`src/rtl/dmem_arbiter.sv`:
```
// Shares the single DMEM port between the core load/store path and an external
// requester; the core wins by default, bounded by a starvation counter and a burst lock.
module dmem_arbiter #(
   parameter int MAX_WAIT = 4,
   parameter int LOCK_MAX = 8,
   parameter int CNT_W    = 4
) (
   input  logic        clk,
   input  logic        reset,
   input  logic [1:0]  core_rwe,
   input  logic [31:0] core_addr,
   input  logic [31:0] core_wdata,
   output logic [31:0] core_rdata,
   output logic        core_stall,
   input  logic        ext_req,
   input  logic        ext_we,
   input  logic        ext_lock,
   input  logic [31:0] ext_addr,
   input  logic [31:0] ext_wdata,
   output logic        ext_gnt,
   output logic        ext_rvalid,
   output logic [31:0] ext_rdata,
   output logic [1:0]  mem_rwe,
   output logic [31:0] mem_addr,
   output logic [31:0] mem_wdata,
   input  logic [31:0] mem_rdata
);

   typedef enum logic {
      ST_CORE,
      ST_EXT_LOCK
   } state_t;

   localparam logic [CNT_W-1:0] WAIT_LIM     = CNT_W'(MAX_WAIT);
   localparam logic [CNT_W-1:0] LOCK_LAST    = CNT_W'(LOCK_MAX - 1);
   localparam bit               LOCK_ALLOWED = (LOCK_MAX > 1);

   state_t            state_q, state_d;
   logic [CNT_W-1:0]  wait_cnt_q, wait_cnt_d;
   logic [CNT_W-1:0]  lock_cnt_q, lock_cnt_d;
   logic              ext_rvalid_q, ext_rvalid_d;
   logic [31:0]       ext_rdata_q, ext_rdata_d;

   logic              core_active;
   logic              gnt;
   logic              stall;
   logic              ext_owner;
   logic [1:0]        rwe_sel;
   logic [31:0]       addr_sel;
   logic [31:0]       wdata_sel;

   // 11 is an illegal encoding and is treated exactly like no request
   assign core_active = (core_rwe == 2'b01) || (core_rwe == 2'b10);

   always_comb begin
      state_d    = state_q;
      wait_cnt_d = wait_cnt_q;
      lock_cnt_d = lock_cnt_q;
      gnt        = 1'b0;
      stall      = 1'b0;
      ext_owner  = 1'b0;
      case (state_q)
         ST_CORE: begin
            gnt       = ext_req && (!core_active || (wait_cnt_q == WAIT_LIM));
            ext_owner = gnt;
            stall     = core_active && gnt;
            if (gnt) begin
               wait_cnt_d = '0;
            end else if (ext_req) begin
               if (wait_cnt_q != WAIT_LIM) begin
                  wait_cnt_d = wait_cnt_q + 1'b1;
               end
            end else begin
               wait_cnt_d = '0;
            end
            if (gnt && ext_lock && LOCK_ALLOWED) begin
               state_d    = ST_EXT_LOCK;
               lock_cnt_d = CNT_W'(1);
            end
         end
         ST_EXT_LOCK: begin
            // ownership is held even on idle cycles, which still count toward the limit
            ext_owner  = 1'b1;
            gnt        = ext_req;
            stall      = core_active;
            wait_cnt_d = '0;
            if (gnt && !ext_lock) begin
               state_d    = ST_CORE;
               lock_cnt_d = '0;
            end else if (lock_cnt_q == LOCK_LAST) begin
               state_d    = ST_CORE;
               lock_cnt_d = '0;
            end else begin
               lock_cnt_d = lock_cnt_q + 1'b1;
            end
         end
         default: begin
            state_d    = ST_CORE;
            wait_cnt_d = '0;
            lock_cnt_d = '0;
         end
      endcase
   end

   always_comb begin
      rwe_sel   = 2'b00;
      addr_sel  = core_addr;
      wdata_sel = core_wdata;
      if (ext_owner) begin
         addr_sel  = ext_addr;
         wdata_sel = ext_wdata;
         if (gnt) begin
            rwe_sel = ext_we ? 2'b10 : 2'b01;
         end
      end else if (core_active) begin
         rwe_sel = core_rwe;
      end
   end

   always_comb begin
      ext_rvalid_d = 1'b0;
      ext_rdata_d  = ext_rdata_q;
      if (gnt && !ext_we) begin
         ext_rvalid_d = 1'b1;
         ext_rdata_d  = mem_rdata;
      end
   end

   always_ff @(posedge clk or negedge reset) begin
      if (!reset) begin
         state_q      <= ST_CORE;
         wait_cnt_q   <= '0;
         lock_cnt_q   <= '0;
         ext_rvalid_q <= 1'b0;
         ext_rdata_q  <= '0;
      end else begin
         state_q      <= state_d;
         wait_cnt_q   <= wait_cnt_d;
         lock_cnt_q   <= lock_cnt_d;
         ext_rvalid_q <= ext_rvalid_d;
         ext_rdata_q  <= ext_rdata_d;
      end
   end

   // combinational outputs are forced quiet while reset is held
   assign ext_gnt    = reset && gnt;
   assign core_stall = reset && stall;
   assign mem_rwe    = reset ? rwe_sel : 2'b00;
   assign mem_addr   = reset ? addr_sel : 32'd0;
   assign mem_wdata  = reset ? wdata_sel : 32'd0;
   assign core_rdata = reset ? mem_rdata : 32'd0;
   assign ext_rvalid = ext_rvalid_q;
   assign ext_rdata  = ext_rdata_q;

endmodule

```
`config.mk`:
```
export PLATFORM = sky130hd
export DESIGN_NAME = dmem_arbiter
export DESIGN_NICKNAME = d
export VERILOG_FILES = /design/src/rtl/dmem_arbiter.sv
export SDC_FILE = /design/constraint.sdc
export NUM_CORES = 1
export LEC_CHECK = 0
export CORE_AREA = 2 2 116 118
export DETAILED_ROUTE_END_ITERATION = 12
export DIE_AREA = 0 0 118 120
export PLACE_DENSITY_LB_ADDON = 0.2
export SLEW_MARGIN = 25
export SYNTH_ARGS = -nofsm -noshare
export SYNTH_HDL_FRONTEND = slang
export SYNTH_SLANG_ARGS = --single-unit
```
`constraint.sdc`:
```
create_clock -name clk -period 2.7 [get_ports clk]
set_input_delay 0.81 -clock clk [delete_from_list [all_inputs] [get_ports clk]]
set_output_delay 0.81 -clock clk [all_outputs]
set_load 0.05 [all_outputs]
```
==> impl_metrics.tcl, run 1 <==
set metrics [dict create \
    coreArea_um2 13000 \
    diodes 0 \
    setup_violations 68 \
    synth.avg_cell_area_um2 8.00 \
    grt_pass1_wl_um 25800 \
    die_h_um 120 \
    drt-wirelength-per-cell_um 19.7 \
    clk_latency_ns 0.28 \
    rsz0062_at_grt "yes" \
    maxSlewHeadroom 0.616 \
    p_clk_frac 0.111 \
    cp-end-kind "output pin" \
    setup_ws_ns -0.369 \
    fp.dieArea_um2 14200 \
    viasPerCell 4.64 \
    fin_crit_ns 3.07 \
    worst_pin_slew_ns 0.575 \
    grt_overflow 0 \
    dp.cells 845 \
    nNetsFinal 873 \
    io_buffers 299 \
    finalNonFillerCells 877 \
    dpl.hpwl_um 12100 \
    regArea_um2 1050 \
    ys_async_sr_fraction 1.00 \
    finalHoldViolCount 0 \
    drc 0 \
    finalWeightedCongestion 0.801 \
    worstPathArrival_ns 2.26 \
    track_usage 0.233 \
    status "finished, violations left" \
    yosysTopAreaCell "dfrtp_1" \
    synth.distinct_cells 31 \
    rows 42 \
    multiInputGateArea_um2 2950 \
    clk_path_buf_depth 2 \
    switching_power_w 0.00226 \
    grt_pass1_vias 4530 \
    ant_nets 0 \
    drive_above_1_share 0.475 \
    fin_skew_ns 0.00535 \
    grt_max_degree 34 \
    antenna_found_initial 0 \
    hold_path_class "reg2reg" \
    pwr-share-comb 0.712 \
    pwr_density_cell_nw_per_um2 556 \
    leakage_nw 3.70 \
    fmax_mhz 326 \
    cts_sinks 42 \
    slowest_delay_ns 0.21 \
    layout_common_cells "195 x clkdlybuf4s50_1, 114 x buf_12, 65 x a21oi_4, 65 x nand2_1, 42 x dfrtp_1" \
    yosys-top-cells-area "dfrtp_1 35%, nand2_1 16%, mux2_4 14%" \
    ys_seq_elements 42 \
    cts_tree "yes" \
    seq_power_share 0.177 \
    root_buffer "clkbuf_16" \
    drv_cap 0 \
    internal-power_w 0.00279 \
    crit_path_start_kind "primary input" \
    failed_checks "setup timing" \
    dominantRegCellSynth "dfrtp_1" \
    path_clk_slew_ns 0.05 \
    fillerInstances 919 \
    ir_worst_vdd_v 0.000382 \
    synth_cells 379 \
    top_level_ports 300 \
    fp.dieW_um 118 \
    finalWirelength_um 17300 \
    cts_buffers 5 \
    syn_to_final_growth_pct 200 \
    h-tree-depth 2 \
    synth_edf_count 0 \
    ys_seq_area_frac 0.347 \
    crit_top_cell "buf_12" \
    slowest_stage "and2_4" \
    syn_nets 551 \
    worstPathRequired_ns 1.89 \
    crit_chain "buf_8 > inv_4 > ha_4 > a21oi_2 > and2_4 > buf_6 > buf_12 > buf_16 > nand2_1 > a21oi_4 > buf_12" \
    final_common_cell "clkdlybuf4s50_1" \
    period_share 1.14 \
    cts_hold_buf 0 \
    crit_type "in2out" \
    yosysTopAreaCellShare 0.347 \
    via_count 4071 \
    final_util 0.699 \
    dr.pass1.iters 4 \
    drtIter0Drc 179 \
    maxSlewViolCount 0 \
    p_sw_frac 0.448 \
    syn-cell-area_um2 3030 \
    initial_core_util 0.233 \
    crit_fanout 5 \
    yosys_warnings 0 \
]
-- through the flow --
| stage | setup WS, ns | instance area (um^2) | power [W] | setup TNS, ns | hold slack (ns) |
|---|---|---|---|---|---|
| 5_1_grt | -0.430 | 9080 | 0.00524 | -23.17 | 0.522 |
| 3_5_place_dp | -0.809 | 8180 | 0.00405 | -61.16 | 0.495 |
| 4_1_cts | -0.350 | 9020 | 0.00507 | -20.59 | 0.505 |
| 2_1_floorplan | -0.233 | 3920 | 0.00271 | -11.24 | 0.450 |
| 6_report | -0.369 | 9080 | 0.00505 | -19.67 | 0.499 |
| 3_3_place_gp | -0.790 | 8180 | 0.00401 | -60.21 | 0.471 |
-- power groups by stage --
| stage | clock network (W) | logic (W) | registers, W |
|---|---|---|---|
| 6_report | 0.000562 | 0.00359 | 0.000894 |
| 5_1_grt | 0.000603 | 0.00372 | 0.000918 |
| 4_1_cts | 0.000577 | 0.00360 | 0.000895 |
| 3_5_place_dp | 0 | 0.00316 | 0.000897 |
| 3_3_place_gp | 0 | 0.00312 | 0.000889 |
| 2_1_floorplan | 0 | 0.00137 | 0.00134 |
-- repair_timing --
action                                 4_1_cts  5_1_grt
gates cloned                                12        0
pin swaps                                   44       37
setup endpoints to repair                   72       68
buffers inserted                            13        6
gates resized for setup                     93       45
endpoints found under the hold margin        0        0
-- Yosys cell counts, drive strengths merged, types with 2 or more instances --
| cell type | n |
|---|---|
| buf | 16 |
| nor2 | 5 |
| and3 | 2 |
| clkbuf | 14 |
| nor3 | 3 |
| dfrtp | 42 |
| a21oi | 70 |
| nand2 | 132 |
| ha | 5 |
| nand3 | 3 |
| inv | 6 |
| nand2b | 3 |
| and2 | 34 |
| mux2 | 32 |
-- worst max-delay path: cells and delay by family --
| kind | cells | cell delay (ns) |
|---|---|---|
| and+or+nand+nor | 2 | 0.29 |
| adders and majority gates | 1 | 0.19 |
| buffers and inverters | 6 | 0.66 |
| AOI/OAI and AO/OA | 2 | 0.29 |
-- cell families after synthesis --
logic type | after synthesis | synth area share
and+or+nand+nor | 184 | 0.266
AOI/OAI and AO/OA | 78 | 0.137
DFF | 42 | 0.347
buffers and inverters | 36 | 0.0706
muxes | 32 | 0.154
adders and majority gates | 5 | 0.0206
xor gates and xnor gates | 2 | 0.00578
-- routing by layer --
layer / wire [um] / track usage
met2: 9230 / 0.428
met5: 0 / 0
met4: 393 / 0.0542
met1: 6450 / 0.272
met3: 1190 / 0.0594
-- state kept, by name, summed over array words and instances (netlist names) --
| signal | flops |
|---|---|
| ext_rvalid | 1 |
| wait_cnt_q | 4 |
| state_q | 1 |
| ext_rdata | 32 |
| lock_cnt_q | 4 |
-- path summary, 6_finish.rpt --
kind                                      startpoint                         to  slack (ns)  cells past startpoint
setup / recovery                         core_rwe[0]               mem_wdata[5]       -0.37                     11
min in group asynchronous                      reset  ext_rdata[19]$_DFFE_PN0P_        0.54                      2
hold reg to reg            wait_cnt_q[0]$_DFFE_PN0P_  wait_cnt_q[0]$_DFFE_PN0P_        0.50                      1
setup reg to reg           wait_cnt_q[0]$_DFFE_PN0P_  ext_rdata[20]$_DFFE_PN0P_        0.64                      6
hold / removal             wait_cnt_q[0]$_DFFE_PN0P_  wait_cnt_q[0]$_DFFE_PN0P_        0.50                      1
max in group asynchronous                      reset  wait_cnt_q[2]$_DFFE_PN0P_        1.61                      3
-- cell type report --
| class | instances | area share |
|---|---|---|
| clock buffers | 6 | 0.0142 |
| clock inverters | 1 | 0.000827 |
| inverters | 6 | 0.00331 |
| multi-input cells | 301 | 0.325 |
| flip-flops and latches | 42 | 0.116 |
| well taps | 176 | 0.0243 |
| repair buffers | 345 | 0.516 |
Power figures use the tool's default switching activity.
==> run 2: changes to the inputs <==
CORE_AREA = 2 2 118 120   (was 2 2 116 118)
DIE_AREA = 0 0 120 122   (was 0 0 118 120)
clock period = 3.85 ns   (was 2.7 ns; I/O delays follow)
==> impl_metrics.tcl, run 2 (synthesis gave the netlist of run 1 again) <==
set metrics [dict create \
    status "finished, final reports clean" \
    pwr_density_cell_nw_per_um2 402 \
    whs_path_depth 1 \
    period_share 0.984 \
    io_buffers 299 \
    hold_path_class "reg2reg" \
    maxSlewViolCount 0 \
    grt_pass1_wl_um 22800 \
    rr_startpoint "wait_cnt_q[0]$_DFFE_PN0P_" \
    worstPathRequired_ns 2.69 \
    cts_buffers 5 \
    syn_to_final_growth_pct 167 \
    drive_above_1_share 0.375 \
    power.total_w 0.00325 \
    dr.pass1.iters 4 \
    antenna_found_initial 1 \
    fp.dieW_um 120 \
    path_clk_slew_ns 0.05 \
    rsz0062_at_grt "yes" \
    cts_sinks 42 \
    layout_common_cells "195 x clkdlybuf4s50_1, 122 x nand2_1, 109 x buf_12" \
    crit_start "core_rwe[0]" \
    final_util 0.599 \
    reg2reg_depth 6 \
    holdPathEnd "wait_cnt_q[0]$_DFFE_PN0P_" \
    via_count 3893 \
    crit_type "in2out" \
    dpl.hpwl_um 12000 \
    drtIter0Drc 168 \
    fmax_mhz 264 \
    crit_fanout 17 \
    drt-wirelength-per-cell_um 17.7 \
    worstPathArrival_ns 2.64 \
    top_level_ports 300 \
    rows 43 \
    finalWeightedCongestion 0.829 \
    nNetsFinal 856 \
    finalHoldViolCount 0 \
    fp.dieArea_um2 14600 \
    initial_core_util 0.224 \
    drc 0 \
    root_buffer "clkbuf_16" \
    setup_violations 0 \
    maxSlewHeadroom 0.610 \
    drv_cap 0 \
    reg2reg_to "ext_rdata[18]$_DFFE_PN0P_" \
    leakage_nw 3.33 \
    grt_max_degree 50 \
    ant_nets 0 \
    track_usage 0.199 \
    cp-end-kind "output pin" \
    h-tree-depth 2 \
    worstHoldStart "wait_cnt_q[0]$_DFFE_PN0P_" \
    worst_pin_slew_ns 0.585 \
    finalWirelength_um 15400 \
    ir_worst_vdd_v 0.000264 \
    coreArea_um2 13500 \
    fin_crit_ns 3.79 \
    grt_overflow 0 \
    final_common_cell "clkdlybuf4s50_1" \
    fillerInstances 1119 \
    reg2reg_setup_slack_ns 1.82 \
    largest_register_ffs 32 \
    grt_pass1_vias 4055 \
    clk_latency_ns 0.28 \
    clk_path_buf_depth 2 \
    fin_skew_ns 0.0103 \
    die_h_um 122 \
    cts_tree "yes" \
    viasPerCell 4.50 \
    crit_path_start_kind "primary input" \
    cts_hold_buf 0 \
]
-- run 2: cell count changes in the layout (fill, tap and decap cells not counted), sizes merged --
cell	change
clkbuf	+2
buf	-20
clkinv	+1
clkdlybuf4s15	+1
diode	+1
-- run 2: area by class of cell --
| class | instances | area, um^2 | area share |
|---|---|---|---|
| timing repair buffer | 328 | 4380 | 0.541 |
| sequential | 42 | 1050 | 0.130 |
| tap | 180 | 225 | 0.0278 |
| antenna | 1 | 2.50 | 0.000309 |
| clock buffer | 6 | 139 | 0.0172 |
| inverter | 6 | 25.0 | 0.00309 |
| multi-input combinational | 301 | 2260 | 0.279 |
| clock inverter | 2 | 12.5 | 0.00155 |
-- run 2: critical path, stage by stage --
cell	delay, ns
clkdlybuf4s15_2	0.20
inv_2	0.06
ha_4	0.20
a21oi_4	0.12
and2_4	0.20
buf_12	0.12
buf_12	0.14
nand2_1	0.09
a21oi_2	0.18
buf_12	0.16
-- run 2: metrics by stage --
step	worst slack [ns]	TNS [ns]	hold slack, ns	std cells	area (um^2)
floorplan	-0.350	-0.350	0.450	379	3430
global placement	-0.362	-22.41	0.468	849	7690
detailed placement	-0.386	-23.02	0.489	849	7690
CTS	-0.00638	-0.0256	0.496	865	8030
global route	-0.00288	-0.00288	0.516	865	8090
finish	0.0597	0	0.493	866	8090
-- run 2: worst max path at each step --
stage                               end  slack, ns  cells after the start
after floorplan              core_stall      -0.35                      7
after global routing      mem_wdata[10]     -0.003                     10
after global placement     mem_addr[17]      -0.36                      9
final                       mem_addr[8]       0.06                     10
after CTS                   mem_addr[0]     -0.006                     11
after detailed placement    mem_addr[8]      -0.39                      9
-- run 2: repair_timing --
action / 4_1_cts / 5_1_grt
gates cloned: 3 / 1
resized for setup: 18 / 18
hold endpoints to repair: 0 / 0
pin swaps: 7 / 12
buffers inserted: 5 / 1
endpoints found under the setup margin: 68 / 59
-- run 2: layer usage --
layer	vias up	routed length [um]	track usage
met5	-	0	0
met4	0	244	0.0434
met3	21	1240	0.0538
met2	184	7940	0.354
met1	1837	5940	0.239
li1	1851	-	-
-- run 2: where the power goes --
| part | switching (W) | internal (W) |
|---|---|---|
| Sequential | 0.0000765 | 0.000552 |
| Clock | 0.000161 | 0.000256 |
| Combinational | 0.00119 | 0.00101 |
==> run 3: changes to the inputs <==
CELL_PAD_IN_SITES_DETAIL_PLACEMENT = 1   (was default)
CELL_PAD_IN_SITES_GLOBAL_PLACEMENT = 1   (was default)
CORE_AREA = default   (was 2 2 118 120)
CORE_MARGIN = 2   (was default)
CORE_UTILIZATION = 21   (was default)
DIE_AREA = default   (was 0 0 120 122)
==> impl_metrics.tcl, run 3 (synthesis gave the netlist of run 1 again) <==
set metrics [dict create \
    regArea_um2 1050 \
    layout_common_cells "195 x clkdlybuf4s50_1, 124 x nand2_1, 109 x buf_12" \
    fmax_mhz 263 \
    reg2reg_setup_slack_ns 1.77 \
    pwr_density_cell_nw_per_um2 413 \
    worst_pin_slew_ns 0.598 \
    finalWeightedCongestion 0.744 \
    path_clk_slew_ns 0.06 \
    dpl-instance-area_um2 7630 \
    reg2reg_depth 6 \
    syn_to_final_growth_pct 169 \
    largest_register_ffs 32 \
    crit_path_start_kind "primary input" \
    period_share 0.987 \
    cts_sinks 42 \
    rr_startpoint "wait_cnt_q[0]$_DFFE_PN0P_" \
    root_buffer "clkbuf_16" \
    final_common_cell "clkdlybuf4s50_1" \
    power.total_w 0.00336 \
    setup_violations 0 \
    whs_path_depth 1 \
    cts_hold_buf 0 \
    fp.dieArea_um2 15400 \
    fillerInstances 1463 \
    final_cell_area_um2 8150 \
    cp-end-kind "output pin" \
    drc 0 \
    rows 43 \
    nNetsFinal 856 \
    drive_above_1_share 0.369 \
    h-tree-depth 2 \
    viasPerCell 4.57 \
    finalWirelength_um 16700 \
    diodes 0 \
    cts_tree "yes" \
    fin_skew_ns 0.00633 \
    track_usage 0.206 \
    fp.dieW_um 124 \
    maxSlewHeadroom 0.602 \
    coreArea_um2 14000 \
    fin_crit_ns 3.80 \
    worstHoldStart "wait_cnt_q[0]$_DFFE_PN0P_" \
    drv_cap 0 \
    drt-wirelength-per-cell_um 19.3 \
    grt_overflow 0 \
    multiInputGateArea_um2 2230 \
    clk_path_buf_depth 2 \
    drtIter0Drc 98 \
    antenna_found_initial 1 \
    crit_type "in2out" \
    holdPathEnd "wait_cnt_q[0]$_DFFE_PN0P_" \
    ant_nets 0 \
    crit_fanout 8 \
    die_h_um 124 \
    dr.pass1.iters 4 \
    clk_latency_ns 0.28 \
    worstPathArrival_ns 2.65 \
    top_level_ports 300 \
    via_count 3957 \
    leakage_nw 3.37 \
    ir_worst_vdd_v 0.000333 \
    initial_core_util 0.217 \
    reg2reg_to "ext_rdata[18]$_DFFE_PN0P_" \
    grt_max_degree 76 \
    maxSlewViolCount 0 \
    grt_pass1_wl_um 24400 \
    status "finished, final reports clean" \
    grt_pass1_vias 4312 \
    rsz0062_at_grt "yes" \
    io_buffers 299 \
    worstPathRequired_ns 2.69 \
    finalHoldViolCount 0 \
    dpl.hpwl_um 12200 \
    hold_path_class "reg2reg" \
    cts_buffers 5 \
]
[run 3: cell count changes in the layout (fill, tap and decap cells not counted), sizes merged]
cell	change
bufbuf	+1
clkbuf	+1
clkdlybuf4s15	-1
clkinv	-1
clkinvlp	-1
diode	-1
dlygate4sd2	+1
[run 3: through the flow]
stage / cells / utilization / setup slack [ns] / hold WS (ns) / TNS (ns)
after floorplan: 379 / - / -0.350 / 0.450 / -0.350
after global placement: 843 / 0.546 / -0.326 / 0.465 / -20.77
after detailed placement: 843 / 0.546 / -0.381 / 0.496 / -23.31
after CTS: 864 / 0.580 / 0.00548 / 0.505 / 0
after global routing: 865 / 0.583 / -0.00434 / 0.522 / -0.00517
final: 865 / 0.583 / 0.0488 / 0.500 / 0
[run 3: worst max path at each step]
stage	startpoint	end	slack, ns	cells past startpoint
floorplan	core_rwe[0]	core_stall	-0.35	7
global placement	core_rwe[0]	mem_addr[21]	-0.33	10
detailed placement	core_rwe[0]	mem_wdata[4]	-0.38	9
CTS	core_rwe[1]	mem_addr[16]	0.005	9
global route	core_rwe[1]	mem_wdata[20]	-0.004	10
finish	core_rwe[1]	mem_wdata[18]	0.05	10
[run 3: critical path: stages]
cell     delay [ns]
buf_2          0.13
ha_4           0.26
a21oi_4        0.13
and2_4         0.19
buf_4          0.12
buf_12         0.11
buf_16         0.12
nand2_1        0.11
a21oi_4        0.17
buf_12         0.15
[run 3: layout make-up]
cell class                 instances  area share
multi-input combinational        301       0.274
sequential                        42       0.129
inverter                           6     0.00307
tap                              180      0.0276
timing repair buffer             328       0.546
clock buffer                       8      0.0204
[run 3: metal layers]
metal	vias to the layer above	track usage	routed length [um]	share of wire
met5	-	0	8	0.00048
met3	18	0.0609	1480	0.088
met1	1911	0.228	6090	0.36
li1	1852	-	-	-
met4	2	0.0330	218	0.013
met2	174	0.391	8930	0.53
[run 3: where the power goes]
part	leakage, nW	internal, W	switching, W
clock network	0.0832	0.000294	0.000173
logic	2.77	0.00105	0.00122
registers	0.511	0.000551	0.0000792
total	3.37	0.00189	0.00147
[run 3: repair_timing]
action / CTS / global route
hold endpoints to repair: 0 / 0
resized for setup: 24 / 5
pin swaps: 17 / 7
setup endpoints to repair: 68 / 66
setup buffers: 7 / 0
cloned: 6 / 1
